==> src/rtl/kf_au_pkg.sv <==
// -----------------------------------------------------------------------------
// kf_au_pkg -- shared definitions for the kf_au_mc fixed-point arithmetic unit.
//
// Contents:
//   op_e     : op_sel encodings (ADD, SUB, MUL, DIV)
//   state_e  : controller state encoding
//   sat_t    : result of the saturate / zero-normalise step
//   sat_norm : clamps a raw magnitude to mbits bits, flags overflow, and
//              forces the sign of a zero magnitude to 0
// -----------------------------------------------------------------------------
package kf_au_pkg;

  typedef enum logic [1:0] {
    OP_ADD = 2'b00,
    OP_SUB = 2'b01,
    OP_MUL = 2'b10,
    OP_DIV = 2'b11
  } op_e;

  typedef enum logic [2:0] {
    ST_IDLE   = 3'd0,
    ST_ADDSUB = 3'd1,
    ST_MUL    = 3'd2,
    ST_DIV    = 3'd3,
    ST_DONE   = 3'd4
  } state_e;

  // Widest magnitude the helper handles, and the width of the raw input it
  // accepts (large enough for a full product or a long quotient).
  localparam int SAT_MW = 64;
  localparam int SAT_IW = 2 * SAT_MW;

  typedef struct packed {
    logic              ovf;
    logic              sign;
    logic [SAT_MW-1:0] mag;
  } sat_t;

  // Saturate a raw magnitude to mbits of all-ones, keeping the computed sign;
  // a zero magnitude always leaves with sign 0.
  function automatic sat_t sat_norm(input logic              sign,
                                    input logic [SAT_IW-1:0] mag,
                                    input int unsigned       mbits);
    sat_t              s;
    logic [SAT_IW-1:0] lim;
    lim    = (SAT_IW'(1) << mbits) - SAT_IW'(1);
    s.ovf  = (mag > lim);
    s.mag  = s.ovf ? lim[SAT_MW-1:0] : mag[SAT_MW-1:0];
    s.sign = sign & (s.mag != '0);
    return s;
  endfunction

endpackage

==> src/rtl/kf_au_div.sv <==
// -----------------------------------------------------------------------------
// kf_au_div -- restoring divider, one quotient bit per clock.
//
// Computes (dividend << FRAC) / divisor, truncated, over W-1+FRAC cycles.
// The caller guarantees divisor != 0.
//
// Ports:
//   clk       in   clock, rising edge
//   rst       in   asynchronous active-high reset
//   start     in   load operands and begin (ignored while running)
//   dividend  in   W-1 bit magnitude
//   divisor   in   W-1 bit magnitude
//   done      out  one-cycle pulse on the edge the last quotient bit is formed
//   quotient  out  W-1+FRAC bit quotient, stable from done until next start
// -----------------------------------------------------------------------------
module kf_au_div
  import kf_au_pkg::*;
#(
  parameter int W    = 24,
  parameter int FRAC = 14
) (
  input  logic                  clk,
  input  logic                  rst,
  input  logic                  start,
  input  logic [W-2:0]          dividend,
  input  logic [W-2:0]          divisor,
  output logic                  done,
  output logic [W-2+FRAC:0]     quotient
);

  localparam int M  = W - 1;
  localparam int N  = M + FRAC;
  localparam int CW = $clog2(N + 1);

  logic [M-1:0]  rem;
  logic [M-1:0]  dsr;
  logic [N-1:0]  q;
  logic [CW-1:0] cnt;
  logic          running;
  logic [M:0]    rem_sh;
  logic [M:0]    rem_diff;

  // NOTE: every signal written here gets a value on every path, so no latch.
  always_comb begin
    rem_sh   = {rem, q[N-1]};
    rem_diff = rem_sh - {1'b0, dsr};
  end

  // NOTE: sequential state uses non-blocking assignments only.
  always_ff @(posedge clk or posedge rst) begin
    if (rst) begin
      rem     <= '0;
      dsr     <= '0;
      q       <= '0;
      cnt     <= '0;
      running <= 1'b0;
      done    <= 1'b0;
    end else begin
      done <= 1'b0;
      if (start && !running) begin
        rem     <= '0;
        dsr     <= divisor;
        q       <= {dividend, {FRAC{1'b0}}};
        cnt     <= '0;
        running <= 1'b1;
      end else if (running) begin
        // Restoring step: keep the trial subtraction only if it did not go negative.
        if (rem_sh >= {1'b0, dsr}) begin
          rem <= rem_diff[M-1:0];
          q   <= {q[N-2:0], 1'b1};
        end else begin
          rem <= rem_sh[M-1:0];
          q   <= {q[N-2:0], 1'b0};
        end
        cnt <= cnt + CW'(1);
        if (cnt == CW'(N - 1)) begin
          running <= 1'b0;
          done    <= 1'b1;
        end
      end
    end
  end

  assign quotient = q;

endmodule

==> src/rtl/kf_au_mc.sv <==
// -----------------------------------------------------------------------------
// kf_au_mc -- multi-cycle sign-magnitude Q-format arithmetic unit.
//
// Operations (op_sel): 00 ADD, 01 SUB (a-b), 10 MUL, 11 DIV (a/b).
// Latency from the accepting edge k: ADD/SUB done at k+2, MUL at k+W,
// DIV at k+W+FRAC (divide by zero at k+2).
//
// Build option:
//   KF_AU_DIV_EN  defined   : restoring divider kf_au_div is instantiated.
//                 undefined : no divider; DIV finishes at k+2 with result 0,
//                             ovf 1.
//
// Ports:
//   clk     in   clock, rising edge
//   rst     in   asynchronous active-high reset
//   start   in   request, accepted only in IDLE
//   op_sel  in   operation code
//   a_in    in   W-bit sign-magnitude operand a
//   b_in    in   W-bit sign-magnitude operand b
//   busy    out  high whenever the unit is not IDLE
//   done    out  one-cycle completion pulse
//   result  out  registered sign-magnitude result, held until the next done
//   ovf     out  saturation / illegal-operation flag, qualified by done
// -----------------------------------------------------------------------------
module kf_au_mc
  import kf_au_pkg::*;
#(
  parameter int W    = 24,
  parameter int FRAC = 14
) (
  input  logic         clk,
  input  logic         rst,
  input  logic         start,
  input  logic [1:0]   op_sel,
  input  logic [W-1:0] a_in,
  input  logic [W-1:0] b_in,
  output logic         busy,
  output logic         done,
  output logic [W-1:0] result,
  output logic         ovf
);

  localparam int M  = W - 1;          // magnitude bits
  localparam int P  = 2 * M;          // full product width
  localparam int N  = M + FRAC;       // divider quotient width
  localparam int CW = $clog2(N + 1);

  state_e              state;
  op_e                 op;
  logic                a_sign;
  logic                b_sign;
  logic [M-1:0]        a_mag;
  logic [M-1:0]        b_mag;
  logic                res_sign;
  logic [P-1:0]        acc;
  logic [P-1:0]        mcand;
  logic [M-1:0]        mplier;
  logic [CW-1:0]       cnt;
  logic                eff_b_sign;
  logic [SAT_IW-1:0]   sat_in;
  sat_t                sat;

`ifdef KF_AU_DIV_EN
  logic                div_start;
  logic                div_done;
  logic                dz;
  logic [N-1:0]        div_q;

  // Launch the divider on the accepting edge so its iterations start at k+1.
  assign div_start = (state == ST_IDLE) && start && (op_sel == OP_DIV) &&
                     (b_in[M-1:0] != '0);

  kf_au_div #(
    .W    (W),
    .FRAC (FRAC)
  ) u_div (
    .clk      (clk),
    .rst      (rst),
    .start    (div_start),
    .dividend (a_in[M-1:0]),
    .divisor  (b_in[M-1:0]),
    .done     (div_done),
    .quotient (div_q)
  );
`endif

  // SUB is ADD with b's sign flipped.
  assign eff_b_sign = b_sign ^ (op == OP_SUB);

  // Raw magnitude presented to the saturate/normalise step, per operation.
  always_comb begin
    sat_in = SAT_IW'(acc);
    unique case (state)
      ST_MUL: sat_in = SAT_IW'(acc >> FRAC);
`ifdef KF_AU_DIV_EN
      ST_DIV: sat_in = dz ? '1 : SAT_IW'(div_q);
`endif
      default: sat_in = SAT_IW'(acc);
    endcase
    sat = sat_norm(res_sign, sat_in, M);
  end

  always_ff @(posedge clk or posedge rst) begin
    if (rst) begin
      state    <= ST_IDLE;
      op       <= OP_ADD;
      busy     <= 1'b0;
      done     <= 1'b0;
      result   <= '0;
      ovf      <= 1'b0;
      a_sign   <= 1'b0;
      b_sign   <= 1'b0;
      a_mag    <= '0;
      b_mag    <= '0;
      res_sign <= 1'b0;
      acc      <= '0;
      mcand    <= '0;
      mplier   <= '0;
      cnt      <= '0;
`ifdef KF_AU_DIV_EN
      dz       <= 1'b0;
`endif
    end else begin
      done <= 1'b0;
      unique case (state)
        ST_IDLE: begin
          if (start) begin
            op       <= op_e'(op_sel);
            a_sign   <= a_in[W-1];
            b_sign   <= b_in[W-1];
            a_mag    <= a_in[M-1:0];
            b_mag    <= b_in[M-1:0];
            res_sign <= a_in[W-1] ^ b_in[W-1];
            acc      <= '0;
            mcand    <= P'(a_in[M-1:0]);
            mplier   <= b_in[M-1:0];
            cnt      <= '0;
            busy     <= 1'b1;
`ifdef KF_AU_DIV_EN
            dz       <= (b_in[M-1:0] == '0);
`endif
            unique case (op_e'(op_sel))
              OP_MUL:  state <= ST_MUL;
              OP_DIV:  state <= ST_DIV;
              default: state <= ST_ADDSUB;
            endcase
          end
        end

        // First cycle forms the raw sum/difference, second one saturates it.
        ST_ADDSUB: begin
          if (cnt == '0) begin
            cnt <= cnt + CW'(1);
            if (a_sign == eff_b_sign) begin
              acc      <= P'(a_mag) + P'(b_mag);
              res_sign <= a_sign;
            end else if (a_mag >= b_mag) begin
              acc      <= P'(a_mag - b_mag);
              res_sign <= a_sign;
            end else begin
              acc      <= P'(b_mag - a_mag);
              res_sign <= eff_b_sign;
            end
          end else begin
            result <= {sat.sign, sat.mag[M-1:0]};
            ovf    <= sat.ovf;
            done   <= 1'b1;
            state  <= ST_DONE;
          end
        end

        // One multiplier bit per cycle for M cycles, then one cycle to finish.
        ST_MUL: begin
          if (cnt < CW'(M)) begin
            if (mplier[0]) acc <= acc + mcand;
            mcand  <= mcand << 1;
            mplier <= mplier >> 1;
            cnt    <= cnt + CW'(1);
          end else begin
            result <= {sat.sign, sat.mag[M-1:0]};
            ovf    <= sat.ovf;
            done   <= 1'b1;
            state  <= ST_DONE;
          end
        end

        ST_DIV: begin
`ifdef KF_AU_DIV_EN
          // Divide by zero bypasses the divider and mimics ADD/SUB timing.
          if (dz ? (cnt != '0) : div_done) begin
            result <= {sat.sign, sat.mag[M-1:0]};
            ovf    <= sat.ovf;
            done   <= 1'b1;
            state  <= ST_DONE;
          end else if (dz) begin
            cnt <= cnt + CW'(1);
          end
`else
          // No divider in this build: flag the request as illegal.
          if (cnt != '0) begin
            result <= '0;
            ovf    <= 1'b1;
            done   <= 1'b1;
            state  <= ST_DONE;
          end else begin
            cnt <= cnt + CW'(1);
          end
`endif
        end

        ST_DONE: begin
          busy  <= 1'b0;
          state <= ST_IDLE;
        end

        default: begin
          busy  <= 1'b0;
          state <= ST_IDLE;
        end
      endcase
    end
  end

endmodule

==> config.mk <==
export PLATFORM = sky130hd
export DESIGN_NAME = kf_au_mc
export DESIGN_NICKNAME = d
export VERILOG_FILES = /design/src/rtl/kf_au_pkg.sv /design/src/rtl/kf_au_div.sv /design/src/rtl/kf_au_mc.sv
export SDC_FILE = /design/constraint.sdc
export NUM_CORES = 1
export LEC_CHECK = 0
export ABC_AREA = 1
export ABC_CLOCK_PERIOD_IN_PS = 12400
export BUFFER_PORTS_ARGS = -buffer_cell sky130_fd_sc_hd__buf_2
export CAP_MARGIN = 20
export CELL_PAD_IN_SITES_DETAIL_PLACEMENT = 1
export CELL_PAD_IN_SITES_GLOBAL_PLACEMENT = 2
export CORE_MARGIN = 2
export CORE_UTILIZATION = 37
export CTS_CLUSTER_SIZE = 25
export DETAILED_ROUTE_END_ITERATION = 7
export GPL_ROUTABILITY_DRIVEN = 0
export PLACE_DENSITY_LB_ADDON = 0.1
export SYNTH_ARGS = -nofsm -noshare
export SYNTH_HDL_FRONTEND = slang
export SYNTH_SLANG_ARGS = --single-unit
==> constraint.sdc <==
create_clock -name clk -period 12.4 [get_ports clk]
set_clock_uncertainty 0.1 [all_clocks]
set_input_delay 3.1 -clock clk [delete_from_list [all_inputs] [get_ports clk]]
set_output_delay 3.1 -clock clk [all_outputs]
set_load 0.02 [all_outputs]
**Word-level counts from Yosys, hierarchy flattened**

Cells that the tools add are included.

- Register bits: 202
- Latch bits: 0
- Memory bits (writable): 0
- ROM bits: 0
- Bits of input ports: 53
- Output and inout port bits: 27
- Memories: 0

- Add/sub/neg operators: 5
- $mul: 0
- Div/mod/pow operators: 0
- $lt $le $gt $ge: 3
- Equality and inequality tests: 15
- Shift-type cells: 0
- Muxes and demuxes: 45
- Bitwise gates (word level): 4
- Reductions and logical operators: 18

Operators with widths:

| kind | number |
|---|---|
| 46-bit 2-to-1 mux | 10 |
| 46-bit case mux with 3 select lines | 1 |
| 46-bit case mux with 2 select lines | 1 |
| 24-bit 2-to-1 mux | 3 |
| 24-bit case mux with 3 select lines | 1 |
| 64-bit nonzero test | 1 |
| 23-bit by 23-bit subtractor with 24-bit output | 2 |
| 46-bit adder | 1 |
| 46-bit by 23-bit greater-than comparator with 1-bit output (second input constant) | 1 |
| 23-bit 2-to-1 mux | 2 |
| 23-bit case mux with 2 select lines | 1 |
| 23-bit by 23-bit adder with 24-bit output | 1 |
| 6-bit 2-to-1 mux | 4 |
| 6-bit case mux with 4 select lines | 1 |
| 23-bit greater-or-equal comparator | 1 |
| 2-bit inequality test (second input constant) | 8 |
| 3-bit 2-to-1 mux | 4 |
| 3-bit case mux with 4 select lines | 1 |
| 1-bit 2-to-1 mux | 11 |
| 5-bit AND reduction | 2 |
| 4-bit AND reduction | 2 |
| 6-bit by 1-bit adder with 6-bit output (second input constant) | 1 |
| 3-bit by 2-bit equality test with 1-bit output (second input constant) | 2 |
| 6-bit logical NOT | 1 |
| other kinds (19) | 27 |

**Logic depth before layout (Yosys ltp)**

Gate-level depths: netlist of run 1.

- Word-level depth: 8
- Mapped depth: 19
- Gate-level depth less buffers: 18

**Worst setup path after synthesis of run 1**

Ideal clock, no wire load.

- Path type: in2reg
- Start: in start
- End: reg mplier[18]
- Arrival: 4.117 ns
- Data required time: 12.170 ns
- Slack: 8.052 ns
- Stages on the path: 10
- Path buffers: 2
- Cells stage by stage: o21ai_0 -> inv_1 -> nand2_4 -> nor2_8 -> inv_4 -> nand2_2 -> buf_6 -> buf_2 -> nor2_1 -> a31oi_1

- Longest elaborated chain between the ends: 2

Ends and longest elaborated chain:

| element | line | source |
|---|---|---|
| start: declaration | kf_au_mc.sv:33 | `input logic start,` |
| 2-bit inequality test (no line) | - |  |
| 3-bit AND reduction (no line) | - |  |
| end signal: assignment | kf_au_mc.sv:136 | `mplier <= b_in[M-1:0];` |
| end signal: assignment | kf_au_mc.sv:177 | `mplier <= mplier >> 1;` |
| end: declaration | kf_au_mc.sv:57 | `logic [M-1:0] mplier;` |

Every way passes these cells.
A chain may end at the register's enable or synchronous reset.

**Worst setup path in the final report of run 1**

- Start: in start
- End: reg acc[19]

- Longest elaborated chain between the ends: 2

Ends and longest elaborated chain:

| element | line | source |
|---|---|---|
| 2-bit inequality test (no line) | - |  |
| 5-bit AND reduction (no line) | - |  |
| end signal: assignment | kf_au_mc.sv:155 | `acc <= P'(a_mag) + P'(b_mag);` |
| end signal: assignment | kf_au_mc.sv:158 | `acc <= P'(a_mag - b_mag);` |
| end signal: assignment | kf_au_mc.sv:161 | `acc <= P'(b_mag - a_mag);` |
| end: declaration | kf_au_mc.sv:55 | `logic [P-1:0] acc;` |

Every way passes these cells.

==> out/qor.yml, run 1 <==
status:
  status: "finished clean"
routing:
  drc: 0
  routed_wl_um: 74500
  viasPerCell: 5.42
  drt_pass1_iterations: 5
  wl_per_cell_um: 21.3
  drt_iter0_markers: 1481
  ant_nets: 0
  vias: 18900
critical_path:
  slowest_delay_ps: 880
  cp_common_cell: "o21ai_0"
  cp-start-kind: "input pin"
  path_delay_family: "buffers and inverters"
  crit_buf_inv: 4
  endpoint_kind: "flip-flop"
  path_class: "in2reg"
  crit_slowest_cell: "inv_2"
  path_max_fanout: 55
  cp_cell_sequence: "buf_2, o21ai_0, nor2_1, nand2_1, buf_4, inv_2, o21ai_0, inv_1, a21oi_1"
  arrival_ps: 5170
  worstPathRequired_ps: 12750
finish:
  fillers: 6349
  layoutNonFillerInstCount: 3490
  layout.nets: 3035
  drive_above_1_share_pct: 6.21
  areaGrowthSynthToFinish_pct: 10.1
  num_antenna_cells: 0
clock_network:
  cts_tree: "yes"
  h-tree-depth: 1
  post-cts-setup-buffer-count: 0
  ctsResizeCount: 0
  path_clk_slew_ps: 60
  hold_buffers: 0
  cts.sinks: 202
  cts_root_buffer: "clkbuf_16"
  clk-insertion-delay-late_ps: 590
  numCtsBuffers: 27
  clk_path_buf_depth: 3
timing:
  setup_viol: 0
  hold_viol: 0
  min_period_ps: 4820
  worst_slack_ps: 7580
  rsz0062_at_grt: "false"
  fmax_mhz: 208
  period_share_pct: 38.9
  finalSetupTns_ps: 0
  worst_pin_slew_ps: 1120
  drv_slew: 0
  slew-limit-headroom_pct: 25.2
logic_synthesis:
  synth_cell_type_count: 47
  synth_top_area_share_pct: 28.8
  yosysMostFrequentCell: "nand2_1"
  yosysWarningCount: 0
  netlist_area_um2: 17600
  ys_seq_area_share_pct: 28.8
  syn_nets: 3006
  synthTopCellsByArea: "dfrtp_1, nand2_1, inv_1"
  postSynth.asyncResetShare_pct: 100
  ys_ff_latch: 202
  synth_ff_type: "dfrtp_1"
  synth_edf_count: 0
  synth_top_area_cell: "dfrtp_1"
  post_synth.cell_area_avg_um2: 6.20
  netlist_instances: 2833
  yosys-top-cells-count: "nand2_1, inv_1, nor2_1"
floorplanning:
  core_um2: 46800
  ios: 80
  die-area_um2: 49300
  start_util_pct: 37.6
  dieWidth_um: 222
  die_y_um: 222
  rows: 79
placed_design:
  placed_cells: 3439
  dpl.hpwl_um: 59800
  dp_slack_ps: 6390
  port_buffers: 79
grt:
  grt_max_degree: 131
  antenna_found_initial: 0
  first_global_vias: 18900
  overflow: 0
  grt_pass1_wl_um: 114000
  track_usage_pct: 30.0
hold_path:
  min_path_type: "reg2reg"
job:
  max-cap-violations: 0
[routing by layer]
| layer | GRT usage, % | share of wire [%] |
|---|---|---|
| met3 | 5.74 | 7.5 |
| met4 | 6.60 | 2.2 |
| met2 | 42.7 | 40 |
| met1 | 46.4 | 50 |
| met5 | 0 | 0 |
[path summary, 6_finish.rpt]
check / startpoint / to / slack [ps] / cells past startpoint
worst min-delay path: op[0]$_DFFE_PP0P_ / op[0]$_DFFE_PP0P_ / 380 / 2
worst min register to register: op[0]$_DFFE_PP0P_ / op[0]$_DFFE_PP0P_ / 380 / 2
min in group asynchronous: rst / acc[5]$_DFFE_PP0P_ / 2520 / 2
worst max register to register: a_mag[0]$_DFFE_PP0P_ / acc[31]$_DFFE_PP0P_ / 8110 / 17
max in group asynchronous: rst / mplier[10]$_DFFE_PP0P_ / 8000 / 3
worst max-delay path: start / acc[19]$_DFFE_PP0P_ / 7580 / 9
[per-stage QoR]
stage               hold slack [ps]  utilization [%]  instance area (um^2)
finish                          376             41.4                 19300
global route                    420             41.4                 19300
CTS                             378             41.3                 19300
detailed placement              364             39.3                 18400
global placement                360             39.3                 18400
floorplan                       342                -                 17600
[registers in the layout, indices dropped and copies added (netlist names), 3 cells and up]
| name | count |
|---|---|
| a_mag | 23 |
| mplier | 23 |
| cnt | 6 |
| mcand | 46 |
| b_mag | 23 |
| acc | 46 |
| result | 24 |
| state | 3 |
[cell type report]
cell class / count / area [um^2] / area share (%)
Clock buffer: 36 / 749 / 3.87
Clock inverter: 14 / 183 / 0.944
Inverter: 437 / 1650 / 8.53
Multi-Input combinational cell: 2103 / 10400 / 54.0
Sequential cell: 202 / 5050 / 26.1
Tap cell: 607 / 759 / 3.93
Timing Repair Buffer: 91 / 505 / 2.61
[worst reg2reg max path, cell delays in order, from the launching register on]
cell and delay, ps:
dfrtp_1 400, inv_1 100, ha_1 170, inv_1 130, fa_1 510, nand3_1 130, nand3_1 230, nand2_1 160
nand2_1 130, nand2_1 120, nand3_1 130, nor2_4 730, nand2_1 180, nand4_1 120, buf_4 340, o21ai_0 300
nand2_1 140, nand2_1 60
[layout by cell type, fill, tap and decap left out, types with 26 or more instances in the layout]
cell	instances
clkbuf_16	27
xor2_1	30
o21ai_0	173
nor2_1	219
dfrtp_1	202
inv_1	428
a31oi_1	26
nand3_1	145
a21oi_1	161
nand4_1	46
ha_1	116
nand2_1	1025
buf_2	79
[logic make-up after synthesis]
family | count (synthesis) | synth area share [%]
XOR/XNOR | 33 | 1.64
AND/OR/NAND/NOR | 1492 | 34.6
flip-flops | 202 | 28.8
buffers and inverters | 528 | 11.9
adder cells (fa/ha/maj) | 120 | 8.71
AO/OA/AOI/OAI | 458 | 14.4
Power of run 1 is left out: the tool's default activity adds up to more than one toggle a clock period on the data nets, which glitch-free logic cannot reach.
==> run 2: changes to the inputs <==
ABC_CLOCK_PERIOD_IN_PS = 4100   (was 12400)
CORE_UTILIZATION = 31   (was 37)
clock period = 4.1 ns   (was 12.4 ns; I/O delays follow)
==> run 2 against run 1 <==
Effect of this change: first-iteration DRC count fell by 17%; register-to-register slack got worse by 7500 ps; clock-buffer cell count rose by 2; global-route usage fell by 3.3 points; non-clock buffer count rose by 14; critical path depth rose by 8; utilization fell by 6.4 points; die area rose by 19%; design area rose by 1.7%; wire length rose by 5.9%; worst hold slack got worse by 90 ps.
==> out/qor.yml, run 2 (synthesis results as in run 1) <==
clock_network:
  post-cts-setup-buffer-count: 0  # unchanged
  hold_buffers: 0  # unchanged
  clk-insertion-delay-late_ps: 600  # was 590 ps
  cts_tree: "yes"  # unchanged
  clk_path_buf_depth: 3  # unchanged
  cts_root_buffer: "clkbuf_16"  # unchanged
  path_clk_slew_ps: 60  # about the same
  numCtsBuffers: 28  # was 27
  ctsResizeCount: 0  # unchanged
  cts.sinks: 202  # unchanged
  h-tree-depth: 1  # unchanged
grt:
  grt_max_degree: 114  # was 131
  grt_pass1_wl_um: 120000  # was 114000 um
  antenna_found_initial: 5  # was 0
  overflow: 0  # unchanged
  track_usage_pct: 26.7  # was 30.0%
  first_global_vias: 19300  # was 18900
routing:
  ant_nets: 0  # unchanged
  routed_wl_um: 78800  # was 74500 um
  wl_per_cell_um: 21.6  # was 21.3 um
  drt_iter0_markers: 1230  # was 1481
  drt_pass1_iterations: 5  # unchanged
  viasPerCell: 5.11  # was 5.42
  vias: 18700  # was 18900
  drc: 0  # unchanged
floorplanning:
  core_um2: 56200  # was 46800 um^2
  dieWidth_um: 242  # was 222 um
  die_y_um: 242  # was 222 um
  ios: 80  # unchanged
  rows: 87  # was 79
  die-area_um2: 58600  # was 49300 um^2
  start_util_pct: 31.3  # was 37.6%
status:
  status: "finished clean"  # unchanged
timing:
  setup_viol: 0  # unchanged
  hold_viol: 0  # unchanged
  period_share_pct: 84.8
  worst_pin_slew_ps: 1050  # was 1120 ps
  rsz0062_at_grt: "false"  # unchanged
  whs_ps: 286  # was 376 ps
  min_period_ps: 3480
  fmax_mhz: 288
  worst_slack_ps: 625  # was 7580 ps
  drv_slew: 0  # unchanged
  finalSetupTns_ps: 0  # unchanged
  slew-limit-headroom_pct: 29.9  # was 25.2%
critical_path:
  endpoint_kind: "flip-flop"  # unchanged
  ff2ff_setup_slack_ps: 620  # was 8110 ps
  setup.worst_path.end: "acc[20]$_DFFE_PP0P_"  # was acc[19]$_DFFE_PP0P_
  worstPathRequired_ps: 4470  # was 12750 ps
  r2r_cells: 17  # unchanged
  path_class: "reg2reg"  # was in2reg
  path_max_fanout: 24  # was 55
  cp-start-kind: "flip-flop"  # was input pin
  arrival_ps: 3850  # was 5170 ps
  reg2reg_to: "acc[20]$_DFFE_PP0P_"  # was acc[31]$_DFFE_PP0P_
  cp-startpoint: "a_mag[0]$_DFFE_PP0P_"  # was start
  reg2reg_from: "a_mag[0]$_DFFE_PP0P_"  # unchanged
finish:
  num_antenna_cells: 0  # unchanged
  fin_util_pct: 35.0  # was 41.4%
  drive_above_1_share_pct: 6.83  # was 6.21%
  final_common_cell: "nand2_1"  # unchanged
  reg_top3: "acc x46, mcand x46, result x24"  # unchanged
  final_cell_mix: "nand2_1, inv_1, nor2_1"  # unchanged
  fillers: 7464  # was 6349
  multi_input_area_um2: 10400  # about the same
  layout.nets: 3050  # was 3035
  ff_latch_area_um2: 5050  # unchanged
  areaGrowthSynthToFinish_pct: 11.9  # was 10.1%
job:
  max-cap-violations: 0  # unchanged
placed_design:
  port_buffers: 79  # unchanged
  dp_slack_ps: 659  # was 6390 ps
  dpl.hpwl_um: 64300  # was 59800 um
hold_path:
  min_path_type: "in2async"  # was reg2reg
## run 2: cell count changes in the layout (fill, tap and decap cells not counted), moves of 2 or more
cell        change
buf_12          +2
buf_4          +13
clkbuf_1        -2
clkbuf_8        +3
clkinvlp_4      +3
inv_8           -2
## run 2: how the worst min path moves through the flow
| stage | from | endpoint | slack [ps] |
|---|---|---|---|
| detailed placement | op[0]$_DFFE_PP0P_ | op[0]$_DFFE_PP0P_ | 380 |
| global placement | op[0]$_DFFE_PP0P_ | op[0]$_DFFE_PP0P_ | 360 |
| finish | rst | acc[19]$_DFFE_PP0P_ | 290 |
| floorplan | op[0]$_DFFE_PP0P_ | op[0]$_DFFE_PP0P_ | 340 |
| global route | rst | acc[19]$_DFFE_PP0P_ | 300 |
| CTS | rst | acc[19]$_DFFE_PP0P_ | 260 |
## run 2: per-layer routing
| layer | wire length, um | share of wire (%) | vias up | track usage (%) |
|---|---|---|---|---|
| met3 | 4500 | 5.7 | 65 | 3.20 |
| met1 | 40400 | 51 | 9156 | 41.0 |
| met4 | 1150 | 1.5 | 2 | 4.28 |
| met5 | 13 | 0.016 | - | 0 |
| met2 | 32700 | 42 | 426 | 40.5 |
| li1 | - | - | 9026 | - |
## run 2: worst max-delay path: stages (launching register included)
cell and delay [ps]:
dfrtp_1 400, inv_1 90, ha_1 150, inv_1 150, fa_1 510, nand3_1 120
nand3_1 180, nand2_1 150, nand2_1 120, nand2_1 110, nand3_1 90, nor2_2 160
buf_4 420, nand2_1 110, nand2_1 100, nand2_1 70, nand3_1 220, a21oi_1 100
## run 2: through the flow
step / instance area [um^2] / instances
floorplan: 17600 / 2833
CTS: 19700 / 3655
detailed placement: 18700 / 3603
finish: 19700 / 3655
global route: 19700 / 3655
global placement: 18700 / 3603
## run 2: layout make-up
| class | count | area share (%) |
|---|---|---|
| multi-input combinational | 2103 | 53.1 |
| sequential | 202 | 25.7 |
| inverter | 437 | 8.37 |
| tap | 756 | 4.81 |
| clock buffer | 38 | 4.11 |
| timing repair buffer | 105 | 3.13 |
| clock inverter | 14 | 0.757 |
Power of run 2 is left out for the same reason.
